<file path="config.mk">
export PLATFORM = sky130hd
export DESIGN_NAME = hazard_controller
export DESIGN_NICKNAME = d
export VERILOG_FILES = /design/src/rtl/hazard_controller.sv
export SDC_FILE = /design/constraint.sdc
export NUM_CORES = 1
export LEC_CHECK = 0
export CELL_PAD_IN_SITES_DETAIL_PLACEMENT = 1
export CELL_PAD_IN_SITES_GLOBAL_PLACEMENT = 2
export CORE_ASPECT_RATIO = 0.5
export CORE_UTILIZATION = 25
export CTS_CLUSTER_DIAMETER = 200
export CTS_CLUSTER_SIZE = 14
export DETAILED_ROUTE_END_ITERATION = 10
export PLACE_DENSITY_LB_ADDON = 0.1
export SLEW_MARGIN = 20
export SYNTH_ARGS = -nofsm -noshare
export SYNTH_HDL_FRONTEND = slang
export SYNTH_SLANG_ARGS = --single-unit
</file>
<file path="constraint.sdc">
create_clock -name clk -period 2 [get_ports clk]
set_clock_uncertainty 0.15 [all_clocks]
set_input_delay 0.4 -clock clk [delete_from_list [all_inputs] [get_ports clk]]
set_output_delay 0.4 -clock clk [all_outputs]
set_load 0.01 [all_outputs]
</file>
<file path="src/rtl/hazard_controller.sv">
// hazard_controller
//   Pipeline sequencing controller for the 5-stage core. Resolves the hazards
//   that forwarding cannot: load-use stalls, taken-branch flushes and
//   multi-cycle MDU execution (start/done handshake with timeout abort).
//   Also keeps saturating stall/flush counters for performance monitoring.
//
// Ports
//   clk, reset_n                  clock (rising edge), async active-low reset
//   rs1_id, rs2_id                source registers of the instruction in ID
//   rs1_used, rs2_used            ID instruction really reads rs1/rs2
//   rd_ex, mem_read_ex            destination / is-load of the instruction in EX
//   branch_taken_ex               EX resolved a taken branch/jump
//   mdu_op_ex, mdu_done           MDU op in EX / MDU result valid
//   pc_en .. ex_mem_en            stage register enables
//   if_id_flush .. ex_mem_flush   load a bubble into that register
//   mdu_start                     one-cycle MDU launch pulse
//   mdu_timeout                   sticky MDU abort flag
//   busy                          waiting on the MDU
//   stall_cnt, flush_cnt          saturating performance counters
module hazard_controller #(
   parameter int unsigned REG_ADDR_W  = 6,
   parameter int unsigned CNT_W       = 16,
   parameter int unsigned MDU_TIMEOUT = 64
) (
   input  logic                  clk,
   input  logic                  reset_n,
   input  logic [REG_ADDR_W-1:0] rs1_id,
   input  logic [REG_ADDR_W-1:0] rs2_id,
   input  logic                  rs1_used,
   input  logic                  rs2_used,
   input  logic [REG_ADDR_W-1:0] rd_ex,
   input  logic                  mem_read_ex,
   input  logic                  branch_taken_ex,
   input  logic                  mdu_op_ex,
   input  logic                  mdu_done,
   output logic                  pc_en,
   output logic                  if_id_en,
   output logic                  id_ex_en,
   output logic                  ex_mem_en,
   output logic                  if_id_flush,
   output logic                  id_ex_flush,
   output logic                  ex_mem_flush,
   output logic                  mdu_start,
   output logic                  mdu_timeout,
   output logic                  busy,
   output logic [CNT_W-1:0]      stall_cnt,
   output logic [CNT_W-1:0]      flush_cnt
);

   localparam int unsigned WCNT_W = $clog2(MDU_TIMEOUT + 1);

   typedef enum logic {
      RUN      = 1'b0,
      MDU_WAIT = 1'b1
   } state_t;

   state_t             state_q, state_d;
   logic [WCNT_W-1:0]  wcnt_q, wcnt_d;
   logic               mdu_timeout_q, mdu_timeout_d;
   logic [CNT_W-1:0]   stall_cnt_q, stall_cnt_d;
   logic [CNT_W-1:0]   flush_cnt_q, flush_cnt_d;
   logic               load_use;

   // x0 is hard-wired zero, so a load targeting it never creates a hazard.
   always_comb begin
      load_use = mem_read_ex && (rd_ex != '0) &&
                 ((rs1_used && (rs1_id == rd_ex)) ||
                  (rs2_used && (rs2_id == rd_ex)));
   end

   always_comb begin
      state_d       = state_q;
      wcnt_d        = wcnt_q;
      mdu_timeout_d = mdu_timeout_q;
      pc_en         = 1'b1;
      if_id_en      = 1'b1;
      id_ex_en      = 1'b1;
      ex_mem_en     = 1'b1;
      if_id_flush   = 1'b0;
      id_ex_flush   = 1'b0;
      ex_mem_flush  = 1'b0;
      mdu_start     = 1'b0;
      busy          = 1'b0;

      case (state_q)
         RUN: begin
            if (branch_taken_ex) begin
               // Redirect wins: the MDU op in EX is on the wrong path.
               if_id_flush = 1'b1;
               id_ex_flush = 1'b1;
            end else if (mdu_op_ex) begin
               mdu_start    = 1'b1;
               pc_en        = 1'b0;
               if_id_en     = 1'b0;
               id_ex_en     = 1'b0;
               ex_mem_flush = 1'b1;
               state_d      = MDU_WAIT;
               wcnt_d       = WCNT_W'(1);
            end else if (load_use) begin
               pc_en       = 1'b0;
               if_id_en    = 1'b0;
               id_ex_flush = 1'b1;
            end
         end

         MDU_WAIT: begin
            busy = 1'b1;
            if (mdu_done) begin
               state_d = RUN;
               wcnt_d  = '0;
            end else if (wcnt_q == WCNT_W'(MDU_TIMEOUT)) begin
               // Abort: release the pipeline but push a bubble instead of a result.
               mdu_timeout_d = 1'b1;
               ex_mem_flush  = 1'b1;
               state_d       = RUN;
               wcnt_d        = '0;
            end else begin
               pc_en        = 1'b0;
               if_id_en     = 1'b0;
               id_ex_en     = 1'b0;
               ex_mem_flush = 1'b1;
               wcnt_d       = wcnt_q + WCNT_W'(1);
            end
         end

         default: begin
            state_d = RUN;
            wcnt_d  = '0;
         end
      endcase
   end

   always_comb begin
      stall_cnt_d = stall_cnt_q;
      flush_cnt_d = flush_cnt_q;
      if (!pc_en && (stall_cnt_q != '1)) begin
         stall_cnt_d = stall_cnt_q + CNT_W'(1);
      end
      if (if_id_flush && (flush_cnt_q != '1)) begin
         flush_cnt_d = flush_cnt_q + CNT_W'(1);
      end
   end

   always_ff @(posedge clk or negedge reset_n) begin
      if (!reset_n) begin
         state_q       <= RUN;
         wcnt_q        <= '0;
         mdu_timeout_q <= 1'b0;
         stall_cnt_q   <= '0;
         flush_cnt_q   <= '0;
      end else begin
         state_q       <= state_d;
         wcnt_q        <= wcnt_d;
         mdu_timeout_q <= mdu_timeout_d;
         stall_cnt_q   <= stall_cnt_d;
         flush_cnt_q   <= flush_cnt_d;
      end
   end

   always_comb begin
      mdu_timeout = mdu_timeout_q;
      stall_cnt   = stall_cnt_q;
      flush_cnt   = flush_cnt_q;
   end

endmodule

</file>
* Word-level counts from Yosys, hierarchy flattened
Cells that the tools add are included.
** Cells by class
- Reductions and logical operators :: 11
- Add/sub/neg operators :: 3
- Multiplexer cells :: 29
- Eq/ne operators :: 7
- Bitwise operators :: 2
** Operators with widths (number)
- adder 16 x 1 -> 16 bit, second input constant :: 2
- != test 16 bit, second input constant :: 2
- two-way mux 7 bit :: 4
- two-way mux 1 bit :: 20
- case mux 7 bit (2 select lines) :: 1
- equality test 6 bit :: 2
- case mux 1 bit (2 select lines) :: 4
- adder 7 x 1 -> 7 bit, second input constant :: 1
- equality test 7 bit, second input constant :: 1
- logical AND 1 bit :: 6
- nonzero test 6 bit :: 1
- != test 2 bit, second input constant :: 2
- AND reduction 3 bit :: 1
- inverter 1 bit :: 2
- AND reduction 2 bit :: 1
- zero test 1 bit :: 1
- logical OR 1 bit :: 1
** Word-level totals
- Flip-flop bits (word level) :: 41
- Word-level logic and storage cells :: 57
- Input port bits :: 26

* Depth between registers and ports, before layout
Gate-level depths: netlist of run 1.
- Word-level depth :: 10
- Depth in mapped cells :: 9
- Gate-level depth less buffers :: 8

* Worst setup path after synthesis of run 1
Ideal clock, no wire load.
- Kind :: in2out
- Start :: input rd_ex[0]
- End :: output pc_en
- Required time :: 1450 ps
- Data arrival time :: 1655 ps
- Slack :: -205 ps
- Stages :: 5
- Buffers on the path :: 1
- Cells stage by stage :: or4_1 -> o31ai_2 -> nand2_1 -> nand3_1 -> buf_4
** On the way
- Cells in the longest elaborated chain, start to end :: 8
- Elaborated cells between the ends (all ways) :: 12
- Classes of those cells :: 2 x eq/ne; 4 x mux; 6 x reduce/logical
** Ends and longest elaborated chain
- from (decl) :: RTL line 31 : input logic [REG_ADDR_W-1:0] rd_ex,
- equality test 6 bit (on tied branches) :: RTL line 67, 68
- logical AND 1 bit (on tied branches) :: RTL line 67, 68
- logical OR 1 bit :: RTL line 67 : ((rs1_used && (rs1_id == rd_ex)) ||
- logical AND 1 bit (*) :: RTL line 66 : load_use = mem_read_ex && (rd_ex != '0) &&
- two-way mux 1 bit (*) (3 in series)
- case mux 1 bit (2 select lines) (*)
- to (decl) :: RTL line 36 : output logic pc_en,
Every way passes the cells marked *; elsewhere a longest branch is shown, timed or not.

* Worst setup path in the final report of run 1
- Start :: register wcnt_q[0]
- End :: output pc_en
** On the way
- Cells in the longest elaborated chain, start to end :: 4
** Ends and longest elaborated chain
- from (decl) :: RTL line 58 : logic [WCNT_W-1:0] wcnt_q, wcnt_d;
- from (signal assigned) :: RTL line 153 : wcnt_q <= wcnt_d;
- equality test 7 bit :: RTL line 111 : end else if (wcnt_q == WCNT_W'(MDU_TIMEOUT)) begin
- two-way mux 1 bit :: RTL line 111
- two-way mux 1 bit :: RTL line 108 : if (mdu_done) begin
- case mux 1 bit (2 select lines) :: RTL line 85 : case (state_q)
No other way between the ends.

==> metrics.md, run 1 <==
| Metric | Value |
|---|---|
| Num rows | 23 |
| Fin. Hold Viols | 0 |
| Kind of end point of the critical path | primary output |
| Mean post-synth cell area | 10.2 sq um |
| Max cap viols | 0 |
| Setup slack after layout | -0.251 ns |
| Post-Syn Instances | 211 |
| Largest net degree at the start of global routing | 42 |
| Worst reg2reg path depth | 11 |
| Layout Nets | 370 |
| N_diodes | 0 |
| Die height | 67.6 um |
| Yosys warns | 0 |
| Antenna viol nets, final | 0 |
| Synth async-reset ratio | 1.00 |
| DRC marker count from the first detailed-route iteration | 38 |
| Failing checks | setup timing |
| Fmax | 444 MHz |
| Synth Flop Type | dfrtp_1 |
| Peak VDD IR | 0.000353 V |
| FF-to-FF End | stall_cnt[11] |
| CTS tree | yes |
| Worst Path Arrival | 1.70 ns |
| Area growth from synthesis to layout | 72.5% |
| H-tree Lvls | 2 |
| Layout cell share with drive strength beyond 1 | 0.314 |
| Max stage delay on crit path | 0.39 ns |
| Placed Cells | 431 |
| RSZ-0062 raised after global routing | yes |
| Crit-path slowest cell | dfrtp_1 |
| Via density | 4.65 |
| Post-cts hold buffer count | 0 |
| Critical path type | flop to primary output |
| Commonest non-fill, non-tap cells in the layout | buf_4, dfrtp_1, clkdlybuf4s50_1, xnor2_1, dlygate4sd2_1 |
| Total gr overflow | 0 |
| Synth Net Count | 241 |
| CORE AREA | 0.00817 sq mm |
| Clock Latency Late Sink | 0.29 ns |
| Die area | 0.00902 sq mm |
| P_leak | 1.74 nW |
| Synth cell types | 39 |
| Initial Util | 0.264 |
| CP Data Required Time | 1.45 ns |
| Post-DP HPWL | 4880 um |
| Tcrit/Tclk final | 1.13 |
| Fin util | 0.455 |
| Netlist Area Pre-Place | 0.00215 sq mm |
| Number of CTS-inserted buffers | 5 |
| Relative slew margins | 0.630 |
| Initial antenna violation count | 0 |
| Die width | 133 um |
| Clock sink total | 41 |
| Via count | 2105 |
| GRT Overall Usage | 0.157 |
| DR pass1 iterations | 4 |
| Number of global-route vias before repair | 2163 |
| Yosys top cell area share | 0.476 |
| Reg2reg start | wcnt_q[0] |
| Max Root-Sink Buffers | 2 |
| FF+latch count, synth | 41 |
| Clk slew on worst S/H paths | 0.06 ns |
| Max-slew violations | 0 |
| Fin cells | 453 |
| Status | finished, violations left |
| I/O pins | 68 |
| WL final | 6690 um |
| Crit-path cells | inv_1 > ha_2 > nand2b_4 > o41ai_4 > buf_4 > o21ai_4 > nand3_4 > buf_6 |
| I/O Buffers | 66 |
| First-pass GRT wire length | 10700 um |
| Sequential fraction of the synthesis area | 0.476 |
| # setup viols final | 12 |
| Largest area contributor in the netlist | dfrtp_1 |
| Most common cell after layout, fill and taps aside | buf_4 |
| Reg2reg setup slack | -0.15 ns |
| RePlAce Congestion | 0.757 |
| Post-synth EDFFs | 0 |
| DRC viols | 0 |
| Startpoint types | flop |
| Fin crit period | 2.25 ns |
| Synth area leaders | dfrtp_1, xnor2_1, xor2_1 |
| Hold Crit Class | primary input to async pin |
| Worst slew pin tran | 0.554 ns |
| Place WS | -0.922 ns |
| WL/cell | 14.8 um |
| CTS root buf | clkbuf_16 |
| Final hold slack | 0.0288 ns |
| Critical path fanouts, max | 3 |
| Power Density | 841 mW/mm^2 |
stage by stage:
step	area (sq um)	total power [mW]	setup TNS, ns
after floorplan	2170	1.50	-0.141
after global placement	3280	2.06	-15.34
after detailed placement	3280	2.10	-16.48
after CTS	3530	3.12	-1.30
after global routing	3720	3.32	-3.37
final	3720	3.13	-1.54
where the power goes:
group	internal (mW)	leakage (nW)	switching [mW]
clock network	0.624	0.0841	0.331
logic	0.607	1.11	0.437
registers	0.966	0.543	0.162
total	2.20	1.74	0.930
worst max-delay path by stage:
stage	to	from	slack, ns	cells after the start
after CTS	pc_en	wcnt_q[0]	-0.27	8
final	pc_en	wcnt_q[0]	-0.25	8
after floorplan	stall_cnt[1]	rd_ex[0]	-0.07	6
after detailed placement	pc_en	rd_ex[0]	-0.92	6
after global placement	pc_en	rd_ex[0]	-0.90	6
after global routing	if_id_en	wcnt_q[0]	-0.37	8
worst max-delay path: cells and delay by family (launching register included):
family	cells	cell delay, ns
compound gates	2	0.28
simple gates	2	0.18
flops	1	0.39
buf+inv	3	0.36
fa+ha+maj	1	0.19
cell families after synthesis:
group                    after synthesis  synth area share
other                                  1           0.00174
multiplexers                           2            0.0122
flip-flops                            41             0.476
adder cells (fa/ha/maj)                4            0.0232
AO/OA/AOI/OAI                         22            0.0732
buffers and inverters                 11            0.0261
XOR/XNOR                              42             0.171
AND/OR/NAND/NOR                       88             0.217
flip-flops by register name, indices dropped and copies added, names as in the netlist:
signal,flops
flush_cnt,16
stall_cnt,16
mdu_timeout,1
state_q,1
wcnt_q,7
synthesized netlist by cell type, types with 2 or more instances:
| library cell | instances |
|---|---|
| a22o_1 | 2 |
| and3_1 | 7 |
| and4_1 | 2 |
| buf_4 | 2 |
| dfrtp_1 | 41 |
| ha_1 | 4 |
| inv_1 | 6 |
| nand2_1 | 15 |
| nand2b_1 | 4 |
| nand3_1 | 18 |
| nand4_1 | 12 |
| nor2_1 | 14 |
| nor2b_1 | 4 |
| nor3_1 | 4 |
| nor4_1 | 2 |
| o21ai_1 | 8 |
| o31ai_1 | 2 |
| o41ai_1 | 3 |
| xnor2_1 | 29 |
| xor2_1 | 13 |
final cells by class:
type | instances | area (sq um)
timing repair buffer | 125 | 1080
fill | 914 | 4460
clock buffer | 7 | 143
inverter | 7 | 26.3
tap | 112 | 140
multi-input combinational | 160 | 1270
sequential | 41 | 1030
clock inverter | 1 | 30.0
layer usage:
metal	vias to the layer above	GRT usage	part of all wire
met5	-	0	0
met1	1065	0.185	0.45
li1	1007	-	-
met3	5	0.0390	0.026
met2	28	0.286	0.52
met4	0	0.0511	0.0070
repair_timing:
item                       CTS  global route
setup buffers                6             9
cloned                       1             0
gates resized for setup     76            23
pin swaps                   24            15
setup endpoints to repair   25            26
hold endpoints to repair     0             0
No activity file was read; power rests on OpenSTA's default activity.
==> run 2: changes to the inputs <==
Settings changed: SETUP_SLACK_MARGIN set to 0.4.
==> metrics.md, run 2 (same netlist as run 1, synthesis figures left out) <==
| Metric | Value |
|---|---|
| Status | finished, violations left (unchanged) |
| Failing checks | setup timing (unchanged) |
| DRC viols | 0 (unchanged) |
| FF-to-FF End | stall_cnt[1] (was stall_cnt[11]) |
| Critical path type | flop to primary output (unchanged) |
| Die width | 133 um (unchanged) |
| Clock Latency Late Sink | 0.29 ns (about the same) |
| P_leak | 2.16 nW (was 1.74 nW) |
| DR pass1 iterations | 3 (was 4) |
| Reg2reg setup slack | -0.22 ns (was -0.15 ns) |
| Post-DP HPWL | 5120 um (was 4880 um) |
| Flip-flop and latch area | 0.00103 sq mm (about the same) |
| Max cap viols | 0 (unchanged) |
| Layout cell share with drive strength beyond 1 | 0.565 (was 0.314) |
| # setup viols final | 19 (was 12) |
| First-pass GRT wire length | 12100 um (was 10700 um) |
| CTS tree | yes (unchanged) |
| Fin cells | 484 (was 453) |
| Via count | 2215 (was 2105) |
| Initial Util | 0.264 (unchanged) |
| Fin. Hold Viols | 0 (unchanged) |
| Tot Pwr | 3.47 mW (was 3.13 mW) |
| Power Density | 805 mW/mm^2 (was 841 mW/mm^2) |
| Setup slack after layout | -0.242 ns (was -0.251 ns) |
| Peak VDD IR | 0.000384 V (was 0.000353 V) |
| Worst Path Arrival | 1.69 ns (was 1.70 ns) |
| Die area | 0.00902 sq mm (unchanged) |
| Fin util | 0.527 (was 0.455) |
| Max-slew violations | 0 (unchanged) |
| RePlAce Congestion | 0.757 (about the same) |
| Area growth from synthesis to layout | 99.9% (was 72.5%) |
| Placed Cells | 432 (was 431) |
| CP Data Required Time | 1.45 ns (about the same) |
| WL/cell | 16.0 um (was 14.8 um) |
| Max Root-Sink Buffers | 2 (unchanged) |
| Hold EP | mdu_timeout |
| GRT Overall Usage | 0.175 (was 0.157) |
| Hold Crit Class | flop to flop (was primary input to async pin) |
| Layout Nets | 401 (was 370) |
| Clock sink total | 41 (unchanged) |
| CORE AREA | 0.00817 sq mm (unchanged) |
| Initial antenna violation count | 0 (unchanged) |
| Hold Crit Start | mdu_timeout |
| Number of global-route vias before repair | 2356 (was 2163) |
| Total gr overflow | 0 (unchanged) |
| Via density | 4.58 (was 4.65) |
| Fmax | 446 MHz (was 444 MHz) |
| Die height | 67.6 um (unchanged) |
| Reg2reg start | wcnt_q[0] (unchanged) |
| Setup_tns | -2.46 ns (was -1.54 ns) |
| H-tree Lvls | 2 (unchanged) |
| Fin crit period | 2.24 ns (was 2.25 ns) |
| I/O Buffers | 66 (unchanged) |
| Clk slew on worst S/H paths | 0.07 ns (was 0.06 ns) |
| Kind of end point of the critical path | primary output (unchanged) |
| Critical path fanouts, max | 3 (unchanged) |
| Startpoint types | flop (unchanged) |
| Commonest non-fill, non-tap cells in the layout | buf_4, dfrtp_1, dlygate4sd2_1, buf_6, xnor2_2 (was buf_4, dfrtp_1, clkdlybuf4s50_1, xnor2_1, dlygate4sd2_1) |
| N_diodes | 0 (unchanged) |
| Number of CTS-inserted buffers | 5 (unchanged) |
| WL final | 7730 um (was 6690 um) |
| Antenna viol nets, final | 0 (unchanged) |
| Final-layout fill cell count | 911 (was 914) |
| DRC marker count from the first detailed-route iteration | 39 (was 38) |
| Hold path depth | 1 |
| Multi-input logic area | 0.00157 sq mm (was 0.00127 sq mm) |
| RSZ-0062 raised after global routing | yes (unchanged) |
| I/O pins | 68 (unchanged) |
| Num rows | 23 (unchanged) |
| Largest net degree at the start of global routing | 42 (unchanged) |
| Tcrit/Tclk final | 1.12 (was 1.13) |
| Worst reg2reg path depth | 10 (was 11) |
| Most common cell after layout, fill and taps aside | buf_4 (unchanged) |
| CTS root buf | clkbuf_16 (unchanged) |
-- run 2: critical path, cell delays in order (launching register included) --
cell and delay, ns:
dfrtp_1 0.38, inv_1 0.06, ha_2 0.16, nand2b_1 0.09
o41ai_2 0.27, buf_4 0.19, o21ai_4 0.07, nand3_4 0.08
buf_6 0.11
-- run 2: cell type report --
| cell class | instances | area share |
|---|---|---|
| multi-input combinational | 160 | 0.365 |
| timing repair buffer | 156 | 0.311 |
| sequential | 41 | 0.240 |
| tap | 112 | 0.0325 |
| clock buffer | 5 | 0.0291 |
| clock inverter | 3 | 0.0160 |
| inverter | 7 | 0.00610 |
-- run 2: metal layers --
| metal | GRT usage | wire length (um) | up-vias |
|---|---|---|---|
| met2 | 0.314 | 3990 | 32 |
| met1 | 0.216 | 3420 | 1108 |
| met4 | 0.0398 | 92 | 0 |
| met5 | 0 | 0 | - |
| met3 | 0.0405 | 222 | 8 |
| li1 | - | - | 1067 |
-- run 2: stage by stage --
stage | hold WS (ns) | area (sq um) | setup slack, ns
after floorplan | -0.0456 | 2230 | -0.0728
final | 0.313 | 4310 | -0.242
after detailed placement | 0.244 | 3360 | -0.925
after CTS | 0.308 | 3850 | -0.320
after global placement | 0.244 | 3360 | -0.907
after global routing | 0.347 | 4310 | -0.336
-- run 2: worst max-delay path by stage --
stage | start | end | slack [ns] | cells after the start
3_3_place_gp | rd_ex[0] | pc_en | -0.91 | 6
2_1_floorplan | rd_ex[0] | stall_cnt[1] | -0.07 | 6
4_1_cts | wcnt_q[0] | pc_en | -0.32 | 8
5_1_grt | wcnt_q[0] | pc_en | -0.34 | 8
3_5_place_dp | rd_ex[0] | pc_en | -0.92 | 6
6_report | wcnt_q[0] | pc_en | -0.24 | 8
-- run 2: report_power, final --
part           internal [mW]  switching, mW  total [mW]  leakage (nW)
logic                  0.721          0.575        1.30          1.54
clock network          0.720          0.362        1.08        0.0944
registers              0.972          0.119        1.09         0.534
total                   2.41           1.06        3.47          2.16
-- run 2: what timing repair did --
action | CTS | global route
hold buffers | 1 | 0
resized for setup | 169 | 92
cloned | 1 | 1
pin swaps | 52 | 35
endpoints found under the setup margin | 79 | 63
endpoints found under the hold margin | 41 | 0
buffers inserted | 19 | 22
==> run 3: changes to the inputs <==
Settings changed: ABC_CLOCK_PERIOD_IN_PS set to 2000.
==> results of run 3 <==
Same layout as run 2: the final DEF is identical, and so are final timing and power.
